$ cat config.mk
export PLATFORM = sky130hd
export DESIGN_NAME = seq_stim_gen_flat
export DESIGN_NICKNAME = d
export VERILOG_FILES = /design/src/rtl/seq_stim_pkg.sv /design/src/rtl/seq_stim_gen_if.sv /design/src/rtl/seq_lfsr8.sv /design/src/rtl/seq_stim_gen.sv /design/src/flat_wrapper.sv
export SDC_FILE = /design/constraint.sdc
export NUM_CORES = 1
export LEC_CHECK = 0
export ABC_AREA = 1
export BUFFER_PORTS_ARGS = -buffer_cell sky130_fd_sc_hd__buf_2
export CORE_AREA = 2 2 84 86
export CTS_CLUSTER_SIZE = 12
export DETAILED_ROUTE_END_ITERATION = 12
export DIE_AREA = 0 0 86 88
export PLACE_DENSITY = 0.72
export SYNTH_ARGS = -nofsm -noshare
export SYNTH_HDL_FRONTEND = slang
export SYNTH_SLANG_ARGS = --single-unit
$ cat constraint.sdc
create_clock -name SYSCLK -period 4.5 [get_ports SYSCLK]
set_input_delay 1.125 -clock SYSCLK [delete_from_list [all_inputs] [get_ports SYSCLK]]
set_output_delay 1.125 -clock SYSCLK [all_outputs]
set_load 0.03 [all_outputs]
$ cat src/rtl/seq_stim_pkg.sv
// Shared types and constants for the sequence-detector stimulus generator:
// FSM state encoding, filler LFSR tap mask and pattern nibble selection.
package seq_stim_pkg;

    typedef enum logic [1:0] {
        IDLE = 2'd0,
        FILL = 2'd1,
        PAT  = 2'd2,
        FIN  = 2'd3
    } state_t;

    // Taps for x^8+x^6+x^5+x^4+1 in a left-shifting register: bits 7,5,4,3
    localparam logic [7:0] LFSR_TAPS     = 8'hB8;
    localparam logic [7:0] SEED_ZERO_SUB = 8'h01;

    localparam logic [1:0] NIB_FIRST = 2'd0;
    localparam logic [1:0] NIB_LAST  = 2'd3;

    function automatic logic [3:0] pat_nibble(input logic [15:0] pattern,
                                              input logic [1:0]  idx);
        case (idx)
            2'd0:    return pattern[15:12];
            2'd1:    return pattern[11:8];
            2'd2:    return pattern[7:4];
            default: return pattern[3:0];
        endcase
    endfunction

endpackage

$ cat src/rtl/seq_stim_gen_if.sv
// Configuration/control inputs and detector-facing stream outputs of the
// stimulus generator; master is the generator, slave is whoever drives it.
interface seq_stim_gen_if #(
    parameter int LFSR_W = 8,
    parameter int FILL_W = 8
);
    logic              START;
    logic [1:0]        CFG_MODE;
    logic [15:0]       PATTERN;
    logic [FILL_W-1:0] FILL_LEN;
    logic [3:0]        REPEAT;
    logic [LFSR_W-1:0] SEED;
    logic              PAUSE;

    logic              BUSY;
    logic              DONE;
    logic              IN_VALID;
    logic [1:0]        MODE;
    logic [3:0]        DATA_IN;
    logic [3:0]        INJ_CNT;

    modport master (
        input  START, CFG_MODE, PATTERN, FILL_LEN, REPEAT, SEED, PAUSE,
        output BUSY, DONE, IN_VALID, MODE, DATA_IN, INJ_CNT
    );

    modport slave (
        output START, CFG_MODE, PATTERN, FILL_LEN, REPEAT, SEED, PAUSE,
        input  BUSY, DONE, IN_VALID, MODE, DATA_IN, INJ_CNT
    );
endinterface

$ cat src/rtl/seq_lfsr8.sv
// 8-bit Fibonacci LFSR producing filler nibbles; load wins over advance,
// and a zero seed is replaced so the register can never lock up.
module seq_lfsr8
    import seq_stim_pkg::*;
(
    input  logic       clk,
    input  logic       rst_n,
    input  logic       load,
    input  logic       advance,
    input  logic [7:0] seed,
    output logic [3:0] nibble
);

    logic [7:0] lfsr;

    always_ff @(posedge clk or negedge rst_n) begin
        if (!rst_n) begin
            lfsr <= SEED_ZERO_SUB;
        end else if (load) begin
            lfsr <= (seed == 8'h00) ? SEED_ZERO_SUB : seed;
        end else if (advance) begin
            lfsr <= {lfsr[6:0], ^(lfsr & LFSR_TAPS)};
        end
    end

    assign nibble = lfsr[3:0];

endmodule

$ cat src/rtl/seq_stim_gen.sv
// Frame generator: (filler, pattern) x REPEAT followed by a trailing filler
// segment, presented on the detector input interface with registered outputs.
module seq_stim_gen
    import seq_stim_pkg::*;
#(
    parameter int LFSR_W = 8,
    parameter int FILL_W = 8
) (
    input  logic          SYSCLK,
    input  logic          RST_B,
    seq_stim_gen_if.master bus
);

    state_t            state_q, state_d;
    logic [FILL_W-1:0] fill_cnt_q, fill_cnt_d;
    logic [FILL_W-1:0] fill_len_q, fill_len_d;
    logic [3:0]        rep_left_q, rep_left_d;
    logic [1:0]        nib_idx_q, nib_idx_d;
    logic [15:0]       pattern_q, pattern_d;
    logic              busy_q, busy_d;
    logic              done_q, done_d;
    logic              valid_q, valid_d;
    logic [1:0]        mode_q, mode_d;
    logic [3:0]        data_q, data_d;
    logic [3:0]        inj_q, inj_d;

    logic              lfsr_load;
    logic              lfsr_adv;
    logic [3:0]        lfsr_nib;
    logic [LFSR_W-1:0] seed_in;

    assign seed_in = bus.SEED;

    seq_lfsr8 u_lfsr (
        .clk     (SYSCLK),
        .rst_n   (RST_B),
        .load    (lfsr_load),
        .advance (lfsr_adv),
        .seed    (seed_in),
        .nibble  (lfsr_nib)
    );

    always_ff @(posedge SYSCLK or negedge RST_B) begin
        if (!RST_B) begin
            state_q    <= IDLE;
            fill_cnt_q <= '0;
            fill_len_q <= '0;
            rep_left_q <= '0;
            nib_idx_q  <= NIB_FIRST;
            pattern_q  <= '0;
            busy_q     <= 1'b0;
            done_q     <= 1'b0;
            valid_q    <= 1'b0;
            mode_q     <= '0;
            data_q     <= '0;
            inj_q      <= '0;
        end else begin
            state_q    <= state_d;
            fill_cnt_q <= fill_cnt_d;
            fill_len_q <= fill_len_d;
            rep_left_q <= rep_left_d;
            nib_idx_q  <= nib_idx_d;
            pattern_q  <= pattern_d;
            busy_q     <= busy_d;
            done_q     <= done_d;
            valid_q    <= valid_d;
            mode_q     <= mode_d;
            data_q     <= data_d;
            inj_q      <= inj_d;
        end
    end

    // PAUSE simply skips the emission branch, so every counter and the LFSR hold
    always_comb begin
        state_d    = state_q;
        fill_cnt_d = fill_cnt_q;
        fill_len_d = fill_len_q;
        rep_left_d = rep_left_q;
        nib_idx_d  = nib_idx_q;
        pattern_d  = pattern_q;
        busy_d     = busy_q;
        done_d     = 1'b0;
        valid_d    = 1'b0;
        mode_d     = mode_q;
        data_d     = data_q;
        inj_d      = inj_q;
        lfsr_load  = 1'b0;
        lfsr_adv   = 1'b0;

        case (state_q)
            IDLE: begin
                if (bus.START) begin
                    lfsr_load  = 1'b1;
                    fill_len_d = bus.FILL_LEN;
                    rep_left_d = bus.REPEAT;
                    pattern_d  = bus.PATTERN;
                    mode_d     = bus.CFG_MODE;
                    busy_d     = 1'b1;
                    inj_d      = '0;
                    fill_cnt_d = '0;
                    nib_idx_d  = NIB_FIRST;
                    if (bus.FILL_LEN != '0) begin
                        state_d = FILL;
                    end else if (bus.REPEAT != 4'd0) begin
                        state_d = PAT;
                    end else begin
                        state_d = FIN;
                    end
                end
            end
            FILL: begin
                if (!bus.PAUSE) begin
                    valid_d  = 1'b1;
                    data_d   = lfsr_nib;
                    lfsr_adv = 1'b1;
                    if (fill_cnt_q == fill_len_q - FILL_W'(1)) begin
                        fill_cnt_d = '0;
                        nib_idx_d  = NIB_FIRST;
                        state_d    = (rep_left_q != 4'd0) ? PAT : FIN;
                    end else begin
                        fill_cnt_d = fill_cnt_q + FILL_W'(1);
                    end
                end
            end
            PAT: begin
                if (!bus.PAUSE) begin
                    valid_d   = 1'b1;
                    data_d    = pat_nibble(pattern_q, nib_idx_q);
                    nib_idx_d = nib_idx_q + 2'd1;
                    if (nib_idx_q == NIB_LAST) begin
                        inj_d      = inj_q + 4'd1;
                        rep_left_d = rep_left_q - 4'd1;
                        if (fill_len_q != '0) begin
                            state_d = FILL;
                        end else if (rep_left_q != 4'd1) begin
                            state_d = PAT;
                        end else begin
                            state_d = FIN;
                        end
                    end
                end
            end
            FIN: begin
                busy_d  = 1'b0;
                done_d  = 1'b1;
                state_d = IDLE;
            end
            default: state_d = IDLE;
        endcase
    end

    assign bus.BUSY     = busy_q;
    assign bus.DONE     = done_q;
    assign bus.IN_VALID = valid_q;
    assign bus.MODE     = mode_q;
    assign bus.DATA_IN  = data_q;
    assign bus.INJ_CNT  = inj_q;

endmodule
$ cat src/flat_wrapper.sv
// flat-port wrapper written by rule: the top's interface ports become plain ports
module seq_stim_gen_flat import seq_stim_pkg::*;
#(
    parameter int LFSR_W = 8,
    parameter int FILL_W = 8
)
  (SYSCLK, RST_B, bus_START, bus_CFG_MODE, bus_PATTERN, bus_FILL_LEN, bus_REPEAT, bus_SEED, bus_PAUSE, bus_BUSY, bus_DONE, bus_IN_VALID, bus_MODE, bus_DATA_IN, bus_INJ_CNT);
  seq_stim_gen_if #(.LFSR_W(LFSR_W), .FILL_W(FILL_W)) bus_i ();
  input  logic SYSCLK;
  input  logic RST_B;
  input wire logic [$bits(bus_i.START)-1:0] bus_START;
  input wire logic [$bits(bus_i.CFG_MODE)-1:0] bus_CFG_MODE;
  input wire logic [$bits(bus_i.PATTERN)-1:0] bus_PATTERN;
  input wire logic [$bits(bus_i.FILL_LEN)-1:0] bus_FILL_LEN;
  input wire logic [$bits(bus_i.REPEAT)-1:0] bus_REPEAT;
  input wire logic [$bits(bus_i.SEED)-1:0] bus_SEED;
  input wire logic [$bits(bus_i.PAUSE)-1:0] bus_PAUSE;
  output wire logic [$bits(bus_i.BUSY)-1:0] bus_BUSY;
  output wire logic [$bits(bus_i.DONE)-1:0] bus_DONE;
  output wire logic [$bits(bus_i.IN_VALID)-1:0] bus_IN_VALID;
  output wire logic [$bits(bus_i.MODE)-1:0] bus_MODE;
  output wire logic [$bits(bus_i.DATA_IN)-1:0] bus_DATA_IN;
  output wire logic [$bits(bus_i.INJ_CNT)-1:0] bus_INJ_CNT;
  assign bus_i.START = bus_START;
  assign bus_i.CFG_MODE = bus_CFG_MODE;
  assign bus_i.PATTERN = bus_PATTERN;
  assign bus_i.FILL_LEN = bus_FILL_LEN;
  assign bus_i.REPEAT = bus_REPEAT;
  assign bus_i.SEED = bus_SEED;
  assign bus_i.PAUSE = bus_PAUSE;
  assign bus_BUSY = bus_i.BUSY;
  assign bus_DONE = bus_i.DONE;
  assign bus_IN_VALID = bus_i.IN_VALID;
  assign bus_MODE = bus_i.MODE;
  assign bus_DATA_IN = bus_i.DATA_IN;
  assign bus_INJ_CNT = bus_i.INJ_CNT;
  seq_stim_gen #(.LFSR_W(LFSR_W), .FILL_W(FILL_W)) u_core (.SYSCLK(SYSCLK), .RST_B(RST_B), .bus(bus_i));
endmodule
# --- Word-level counts from Yosys, hierarchy flattened ---
# Cells that the tools add are included.
# Widths: inputs -> output; s select.
word_totals:
  input_bits: 42
  latch_bits: 0
  ramBits: 0
  regBits: 61
  memories: 0
  word_cells: 96
  out_inout_bits: 13
  romBits: 0
op_classes:
  n_reduce_logical: 22
  magnitude_cmp: 0
  div: 0
  n_addsub: 5
  multipliers: 0
  n_shift: 0
  n_bitwise: 0
  muxes: 43
  eq_ne: 13
ops:
  columns: ["op", "n"]
  rows:
  - ["$mux 8", 6]
  - ["$mux 4", 8]
  - ["$pmux 4 s2", 3]
  - ["$mux 2", 11]
  - ["$pmux 8 s2", 1]
  - ["$reduce_bool 8->1", 2]
  - ["$pmux 4 s3", 1]
  - ["$mux 1", 10]
  - ["$reduce_and 5->1", 2]
  - ["$reduce_bool 2->1", 5]
  - ["$add 8x1->8 const B", 1]
  - ["$eq 2x2->1 const B", 4]
  - ["$eq 8x8->1", 1]
  - ["$logic_not 8->1", 1]
  - ["$pmux 2 s4", 1]
  - ["$reduce_bool 4->1", 2]
  - ["$reduce_xor 8->1", 1]
  - ["$sub 8x1->8 const B", 1]
  - ["$ne 2x2->1 const B", 3]
  - ["$pmux 2 s3", 1]
  - ["$reduce_and 3->1", 2]
  - ["$add 4x1->4 const B", 1]
  - ["$eq 2x1->1 const B", 2]
  - ["$logic_not 2->1", 2]
  - ["other kinds (9)", 11]

# --- Longest topological paths before layout ---
logic_depth:
  word_depth: 6
  mapped_depth: 14

# --- Hierarchy ---
# A second synthesis with hierarchy kept.
hier_totals:
  hier_cells: 436
  area_unflattened_um2: 3379.5
modules_own_cells:
  columns: ["module", "seq_area_each_um2", "cells_per_inst", "instances", "area_each_um2"]
  rows:
  - ["seq_stim_gen", 1326.3, 370, 1, 2902.8]
  - ["seq_lfsr8", 201.4, 66, 1, 476.7]

# --- Worst setup path after synthesis ---
# OpenSTA, ideal clock, no wires.
synth_path:
  path_kind: "input-to-reg"
  startpoint: "input port bus_START"
  endpoint: "register u_core.fill_cnt_q[3]"
  t_required_ns: 4.378
  stages: 8
  t_arrival_ns: 1.876
  path_slack_ns: 2.502
  setup_time_ns: 0.122
  path_buffers: 1
  path_cell_list: "nand2_2 > o21ai_1 > nand2_1 > inv_1 > buf_4 > nand2_1 > xor2_1 > a21oi_1"
synth_via:
  elab_chain_cells: 2
synth_rtl:
  columns: ["element", "line", "text"]
  rows:
  - ["start: declaration", "flat_wrapper.sv:11", "input wire logic [$bits(bus_i.START)-1:0] bus_START;"]
  - ["$ne 2x2->1 (no source line)", null, null]
  - ["$reduce_and 3->1 (no source line)", null, null]
  - ["end signal: assignment", "seq_stim_gen.sv:59", "fill_cnt_q <= fill_cnt_d;"]
  - ["end: declaration", "seq_stim_gen.sv:15", "logic [FILL_W-1:0] fill_cnt_q, fill_cnt_d;"]
# No other way between the ends.
# A chain may end at the register's enable or synchronous reset.

# --- Final worst setup path ---
layout_path:
  startpoint: "input port bus_START"
  endpoint: "register u_core.u_lfsr.lfsr[0]"
layout_via:
  elab_chain_cells: 3
  elab_cells_between_ends: 4
  cone_classes: "3 x mux; 1 x reduce/logical"
layout_rtl:
  columns: ["element", "line", "text"]
  rows:
  - ["$mux 1 (*)", "seq_stim_gen.sv:92", "if (bus.START) begin"]
  - ["$mux 1 (*)", "seq_stim_gen.sv:90", "case (state_q)"]
  - ["$mux 8 or $reduce_bool 2->1 (tied branches)", null, null]
  - ["end signal: assignment", "seq_lfsr8.sv:20", "lfsr <= (seed == 8'h00) ? SEED_ZERO_SUB : seed;"]
  - ["end signal: assignment", "seq_lfsr8.sv:22", "lfsr <= {lfsr[6:0], ^(lfsr & LFSR_TAPS)};"]
  - ["end: declaration", "seq_lfsr8.sv:14", "logic [7:0] lfsr;"]
# Mark *: on every way between the ends. The rest lies on a longest branch, timed or not.

==> results.tsv <==
stage	metric	value	unit
outcome	outcome	finished clean	
floorplanning	row_count	30	
hold_path	hold_start	u_core.bus.MODE[1]	
synthesis	yosys.area.top_type	dfrtp_1	
route	via_per_inst	5.219	
synthesis	yosys_most_used_dff	dfrtp_1	
cts	post_cts_buffers	0	
finish	diodes	0	
route	wl_per_cell	13.17	um
synthesis	synth_common_cells	nand2_1 (134), dfrtp_1 (60), inv_1 (43)	
setup_path	timing.critical_path.slowest_cell_delay	480	ps
setup_path	worst_r2r_path_depth	7	
synthesis	yosysMostFrequentCell	nand2_1	
cts	path_clk_slew	70	ps
setup_path	reg2reg_to	u_core.u_lfsr.lfsr[2]	
grt	grt_max_degree	37	
setup_path	worstPathArrival	2780	ps
cts	cts_sinks	61	
route	drtIter0Drc	135	
floorplanning	die_w	86	um
hold_path	hold_class	flop to flop	
setup_path	crit_path_start_kind	primary input	
cts	cts_buffers	9	
synthesis	ys_warn_count	0	
route	wl	7.399	mm
route	first_pass_iters	5	
floorplanning	die_h	88	um
grt	grt_pass1_vias	2735	
sta	fin_setup_tns	0	ps
setup_path	cp_num_cells	6	
setup_path	crit_fanout	36	
floorplanning	io_pins	55	
synthesis	avgSynthCellArea	7.943	um^2
cts	root_buffer	clkbuf_8	
cts	tritoncts	built	
placement	place.gp.congestion	0.8158	
sta	finalSetupViolations	0	
grt	grt_util_all_layers	0.2089	
synthesis	synth_top_cells_by_area	dfrtp_1 (45%), nand2_1 (15%), ha_1 (5.6%), inv_1 (4.8%), o21ai_0 (3.6%)	
finish	fillCellCount	592	
setup_path	reg2reg_from	u_core.state_q[1]	
run	maxCapViolCount	0	
synthesis	ys_async_sr_fraction	1.000	
pwr	powerDensity	665.4	nW/um^2
placement	port-buffer-count	54	
hold_path	hold_end	u_core.bus.MODE[1]	
hold_path	holdPathStages	2	
synthesis	synthesis.nets	479	
sta	slew_violations	0	
floorplanning	design.core.area	6644	um^2
setup_path	endpoint_kind	flop	
sta	hold_viol_final	0	
cts	clockBufferDepth	2	
sta	holdWs	484.0	ps
pwr	peakVddDrop	0.3439	mV
finish	utilization	0.5895	
floorplanning	initial_core_util	0.5045	
grt	grt-ovfl-total	0	
finish	area_delta_synth_final	16.83	%
synthesis	ys_seq_elements	61	
synthesis	synth_cells	422	
setup_path	crit_type	primary input to flop	
sta	slew_headroom	0.3622	
cts	cts-resized-gates	0	
grt	grt_pass1_wl	12.24	mm
cts	clock_latency	350	ps
pwr	leakage	2.001	nW
sta	period_share	0.5655	
floorplanning	dieArea	7568	um^2
finish	nets	534	
sta	worst_slew_pin_slew	950.3	ps
grt	antenna_found_initial	0	
cts	ctsHoldBuffers	0	
setup_path	cp_cell_sequence	buf_2, nand2_2, clkinv_1, buf_4, o211ai_1, o21ai_0	
route	drc_errors	0	
synthesis	yosysUniqueCellTypes	36	
route	num_vias	2933	
sta	timing.final.crit_period	2545	ps
placement	hpwlAfterDp	5.364	mm
synthesis	synth_top_area_share	0.4479	
setup_path	cpMaxStageDelayCell	nand2_2	
finish	drive_gt1_frac	0.1784	
setup_path	critPathRequiredTime	4740	ps
setup_path	path_delay_family	buffers and inverters	
route	ant_nets	0	
cts	h-tree-depth	3	
sta	finClkSkew	8.147	ps
synthesis	ys_seq_area_frac	0.4558	
setup_path	r2r_setup_slack	1970	ps
synthesis	synth_area	3352	um^2
sta	max_freq	393.0	MHz
setup_path	path_buf_inv	3	
sta	rsz0062_at_grt	no	
synthesis	synth_edf_count	0	
[layout make-up]
cell class / instances / area (um^2) / share of cell area
Multi-Input combinational cell: 303 / 1587 / 0.4051
Timing Repair Buffer: 56 / 285.3 / 0.07284
Tap cell: 80 / 100.1 / 0.02556
Clock buffer: 13 / 178.9 / 0.04569
Inverter: 46 / 172.7 / 0.04409
Sequential cell: 61 / 1528 / 0.3901
Clock inverter: 3 / 65.06 / 0.01661
[power breakdown]
part           internal (mW)  switching [mW]  total [mW]
registers              0.768           0.179       0.947
clock network          0.371           0.215       0.587
logic                  0.380           0.691        1.07
total                   1.52            1.09        2.61
[worst max-delay path by stage]
stage,startpoint,end,slack [ps]
global route,u_core.state_q[1],u_core.u_lfsr.lfsr[2],1570
global placement,bus_START,u_core.u_lfsr.lfsr[0],1670
detailed placement,bus_START,u_core.u_lfsr.lfsr[0],1580
floorplan,bus_START,u_core.fill_cnt_q[3],2500
finish,bus_START,u_core.u_lfsr.lfsr[0],1960
CTS,u_core.state_q[1],u_core.u_lfsr.lfsr[2],1920
[logic make-up after synthesis]
| family | share of synthesized area |
|---|---|
| AOI/OAI and AO/OA | 0.1288 |
| xor gates and xnor gates | 0.04704 |
| adders and majority gates | 0.05599 |
| buffers and inverters | 0.07092 |
| DFF | 0.4558 |
| and+or+nand+nor | 0.2415 |
[stage by stage]
stage	cells	power, mW	instance area [um^2]	setup slack, ps
4_1_cts	562	2.617	3916	1917
3_5_place_dp	546	2.018	3672	1578
6_report	562	2.606	3916	1955
2_1_floorplan	422	1.770	3352	2502
5_1_grt	562	2.825	3916	1570
3_3_place_gp	546	1.985	3672	1673
[tightest hold or removal path: stages, from the launching register on]
cell,delay [ps]
dfrtp_1,340
nand2_1,50
nand2_1,60
[layer usage]
metal	global-route usage	share of wire
met4	0.08802	0.024
met5	0	0
met3	0.05278	0.042
met1	0.2597	0.43
met2	0.3481	0.51
[sequential cells by signal, indices dropped and copies added (netlist names), 2 cells and up]
signal / flops
u_core.bus.MODE: 2
u_core.fill_len_q: 8
u_core.nib_idx_q: 2
u_core.bus.INJ_CNT: 4
u_core.rep_left_q: 4
u_core.state_q: 2
u_core.u_lfsr.lfsr: 8
u_core.bus.DATA_IN: 4
u_core.pattern_q: 16
u_core.fill_cnt_q: 8
[cells in the final DEF, fill, tap and decap left out, types with 9 or more instances in the layout]
master      n
nor2_1     27
xor2_1      9
dfrtp_1    60
ha_1       15
xnor2_1     9
nand3_1    16
inv_1      43
clkbuf_8   13
buf_2      54
o21ai_0    24
a21oi_1    18
nand2_1   134
Power figures use the tool's default switching activity.
